===== src/rtl/mult_pkg.sv =====
// rtl/mult_pkg.sv - shared widths, state encoding and iteration limit for the sequential multiplier
package mult_pkg;

  localparam int WIDTH = 16;
  localparam int CNT_W = 5;

  localparam logic [CNT_W-1:0] LAST_ITER = 5'd15;

  typedef enum logic [1:0] {
    S_IDLE = 2'd0,
    S_RUN  = 2'd1,
    S_DONE = 2'd2
  } state_t;

endpackage


===== src/rtl/_16bit_adder_structural.sv =====
// rtl/_16bit_adder_structural.sv - 16-bit ripple-carry adder built from full-adder cells
module _16bit_adder_structural (
  input  logic [15:0] a,
  input  logic [15:0] b,
  input  logic        cin,
  output logic [15:0] sum,
  output logic        cout
);

  logic [16:0] carry;

  assign carry[0] = cin;

  // one full-adder cell per bit, carry rippling from bit 0 upward
  genvar i;
  generate
    for (i = 0; i < 16; i++) begin : g_fa
      assign sum[i]     = a[i] ^ b[i] ^ carry[i];
      assign carry[i+1] = (a[i] & b[i]) | (carry[i] & (a[i] ^ b[i]));
    end
  endgenerate

  assign cout = carry[16];

endmodule


===== src/rtl/seq_mult_16bit.sv =====
// rtl/seq_mult_16bit.sv - shift-and-add 16x16->32 unsigned multiplier time-sharing one ripple adder
module seq_mult_16bit
  import mult_pkg::*;
(
  input  logic               clk,
  input  logic               rst,
  input  logic               start,
  input  logic [WIDTH-1:0]   a,
  input  logic [WIDTH-1:0]   b,
  output logic               busy,
  output logic               done,
  output logic [2*WIDTH-1:0] product
);

  state_t           state;
  logic [WIDTH-1:0] m;
  logic [WIDTH-1:0] hi;
  logic [WIDTH-1:0] lo;
  logic [CNT_W-1:0] cnt;

  logic [WIDTH-1:0] add_b;
  logic [WIDTH-1:0] s;
  logic             c;

  // partial product: multiplicand only when the current multiplier bit is set
  assign add_b = lo[0] ? m : '0;

  _16bit_adder_structural u_adder (
    .a    (hi),
    .b    (add_b),
    .cin  (1'b0),
    .sum  (s),
    .cout (c)
  );

  // control FSM and datapath registers; {hi,lo} shifts right by one each RUN cycle with carry entering at the top
  always_ff @(posedge clk) begin
    if (rst) begin
      state   <= S_IDLE;
      busy    <= 1'b0;
      done    <= 1'b0;
      product <= '0;
      m       <= '0;
      hi      <= '0;
      lo      <= '0;
      cnt     <= '0;
    end else begin
      done <= 1'b0;
      case (state)
        S_IDLE, S_DONE: begin
          if (start) begin
            m     <= a;
            hi    <= '0;
            lo    <= b;
            cnt   <= '0;
            busy  <= 1'b1;
            state <= S_RUN;
          end else begin
            busy  <= 1'b0;
            state <= S_IDLE;
          end
        end
        S_RUN: begin
          {hi, lo} <= {c, s, lo[WIDTH-1:1]};
          cnt      <= cnt + 5'd1;
          if (cnt == LAST_ITER) begin
            product <= {c, s, lo[WIDTH-1:1]};
            done    <= 1'b1;
            busy    <= 1'b0;
            state   <= S_DONE;
          end
        end
        default: begin
          busy  <= 1'b0;
          state <= S_IDLE;
        end
      endcase
    end
  end

endmodule


===== config.mk =====
export PLATFORM = sky130hd
export DESIGN_NAME = seq_mult_16bit
export DESIGN_NICKNAME = d
export VERILOG_FILES = /design/src/rtl/mult_pkg.sv /design/src/rtl/_16bit_adder_structural.sv /design/src/rtl/seq_mult_16bit.sv
export SDC_FILE = /design/constraint.sdc
export NUM_CORES = 1
export LEC_CHECK = 0
export ABC_AREA = 1
export CAP_MARGIN = 30
export CORE_ASPECT_RATIO = 1.75
export CORE_MARGIN = 5
export CORE_UTILIZATION = 57
export CTS_CLUSTER_SIZE = 8
export DETAILED_ROUTE_END_ITERATION = 8
export PLACE_DENSITY_LB_ADDON = 0.12
export SYNTH_ARGS = -nofsm -noshare
export SYNTH_HDL_FRONTEND = slang
export SYNTH_SLANG_ARGS = --single-unit

===== constraint.sdc =====
create_clock -name clk -period 12.9 [get_ports clk]
set_input_delay 2.58 -clock clk [delete_from_list [all_inputs] [get_ports clk]]
set_output_delay 2.58 -clock clk [all_outputs]
set_load 0.05 [all_outputs]

==> metrics.txt <==
io pins=69; Startpoint Class=flip-flop; post-synth top area share=0.4505; GR Overflow Total=0; Final nets=a little over 600; combinational share of power=0.085; Crit path max-delay family=adder cells; total CTS buffers=9; Reg area=0.001782 mm²; Ys Warns=0; actual slew at the worst max-slew pin=0.9844 ns; slowest cell delay on critical path=0.64 ns; CORE AREA=0.006807 mm²; slowest CP cell=dfxtp_1; switch share=0.2395; worst hold path type=flip-flop to flip-flop; row count=40; WP data required=13.11 ns; most frequent CP cell=fa_1; final worst slack=5.697 ns; CTS tree=yes; post-layout min period=7.203 ns; worst path cell trace=nand2_1 -> inv_1 -> ha_1 -> inv_1 -> fa_1 -> fa_1 -> fa_1 -> fa_1 -> fa_1 -> fa_1 -> fa_1 -> fa_1 -> fa_1 -> fa_1 -> inv_1 -> fa_1 -> inv_1 -> fa_1 -> fa_1 -> fa_1 -> fa_1 -> inv_1 -> nand2_1 -> a21oi_1; critical path class=flip-flop to flip-flop; synthesized area=0.003955 mm²; # DRC=0; LEAKAGE=1.955 nW; first-pass iteration count of the detailed router=5; share of cells above drive strength 1=0.04821; Syn Nets=561; max_slew headroom=0.3414; # setup viols final=0; NetSw=144.4 µW; Cells after Synth=508; RSZ-0062 raised after global routing=no; Port Buf Inserts=about 70; Detailed Route Iter0 Violations=314; Pint=458.5 µW; H-tree levels=3; multi-input logic area=0.001744 mm²; final cell count without fillers=approximately 640; pre-CTS WS=roughly 5.7 ns; Worst setup EP type=flip-flop; register area share after synthesis=0.4505; worst skew pair latency=0.34 ns; Sequential Power Share=0.486; worst vdd ir=91.92 µV; setup_tns=0 ns; worst path buffer plus inverter count=5; worst hold slack=0.4603 ns; Clk pwr share=0.429; gr usage total=0.2378; routed vias=3501; CP arrival=around 7.4 ns; Max Cap Viol=0; clock skew=0.005854 ns; Starting Density=0.5811; vias in the first global route=3391; largest area contributor in the netlist=dfxtp_1; clk slew on worst S/H paths=0.06 ns; wire per inst=14.96 µm; die area=0.008770 mm²; die width=~73 µm; CTS hold repair buffers=0; Post-Route WL=9632 µm; Fmax=138.8 MHz; Sink Count=89; result of the run=finished clean; pin count of the biggest net entering global routing=54; GP Congestion=roughly 0.87; top post-synthesis cells by area=dfxtp_1, nand3_1, nand2_1; vias per cell=approximately 5.4; fillers=slightly below 600; first-pass GRT wire length=16160 µm; Area growth syn-to-layout=22.97%; placed wire-length estimate=approximately 6400 µm; crit path max fanout=17; number of max-slew violations in the final report=0; Seq cells post-synth=just under 90; Synth Area per Inst=7.786 µm²; initial antenna violation count=0; CTS root buf=clkbuf_16; PwrDens=124.0 mW/mm²; Resized Gates After CTS=0; period utilization=0.5584; Final Hold Viols=0; die height=120.2 µm; clock buffer depth=2; Post-CTS Setup Repair Bufs=0; post-synth cell types=24; n_diodes=0; placed insts=approximately 630; Routed Antenna Nets=0
-- registers in the layout, summed over array words and instances, names as in the netlist --
signal / cells
cnt: 5
lo: 16
m: 16
state: 2
product: 32
hi: 16
busy: 1
done: 1
-- synthesized netlist by cell type (all sizes together) --
cell,number
nand3,102
clkbuf,9
clkinv,1
nor3,1
dfxtp,89
o21ai,34
inv,60
o21a,1
nand2,91
ha,3
nor2,40
fa,15
buf,25
a21oi,37
-- stage by stage --
stage	power, mW	area, µm²	util
global placement	0.3485	4552	0.6688
CTS	0.6049	4863	0.7145
finish	0.6029	4863	0.7145
global route	0.6280	4863	0.7145
floorplan	0.3322	3955	-
detailed placement	0.3498	4567	0.6710
-- cell usage in the layout, fill, tap and decap left out, drive strengths merged --
master         count
dfxtp             89
ha                 3
o21a               1
nor2              40
fa                15
buf                2
bufinv             1
inv               60
clkinvlp           1
nand2             91
clkbuf            10
a21oi             37
clkinv             5
nand3            102
nor3               1
clkdlybuf4s50     68
o21ai             34
-- worst reg2reg max path, delay by kind of cell (launching register included) --
| family | cells | cell delay (ns) |
|---|---|---|
| compound gates | 1 | 0.06 |
| fa+ha+maj | 16 | 5.92 |
| buf+inv | 5 | 0.31 |
| simple gates | 2 | 0.16 |
| flops | 1 | 0.64 |
-- worst paths after layout --
kind	endpoint	slack (ns)	depth (start not counted)	from
max	hi[14]	5.70	24	lo[0]
min	busy	0.46	2	busy
max reg2reg	hi[14]	5.70	24	lo[0]
min reg2reg	busy	0.46	2	busy
-- cell families after synthesis --
family	count (synthesis)	synth area share
AO/OA/AOI/OAI	72	0.09174
buffers and inverters	95	0.1085
adder cells (fa/ha/maj)	18	0.08542
flip-flops	89	0.4505
AND/OR/NAND/NOR	234	0.2638
-- cell type report --
cell class              instances  area share
clock buffers                  10     0.04914
multi-input cells             324      0.3586
repair buffers                 70      0.1446
well taps                      84     0.02161
clock inverters                 6     0.01183
flip-flops and latches         89      0.3663
inverters                      61     0.04785
-- power groups by stage --
stage	Sequential [mW]	Clock (mW)	Combinational (mW)
2_1_floorplan	0.295	0	0.0371
3_3_place_gp	0.298	0	0.0503
3_5_place_dp	0.299	0	0.0512
4_1_cts	0.293	0.261	0.0515
5_1_grt	0.294	0.277	0.0571
6_report	0.293	0.259	0.0513
-- routing by layer --
metal | up-vias | wire length, µm | track usage
met5 | - | 0 | 0
met4 | 0 | 353 | 0.1270
met3 | 29 | 563 | 0.04742
met2 | 115 | 5130 | 0.3954
met1 | 1642 | 3583 | 0.2821
li1 | 1715 | - | -
(Power assumes the default switching activity.)
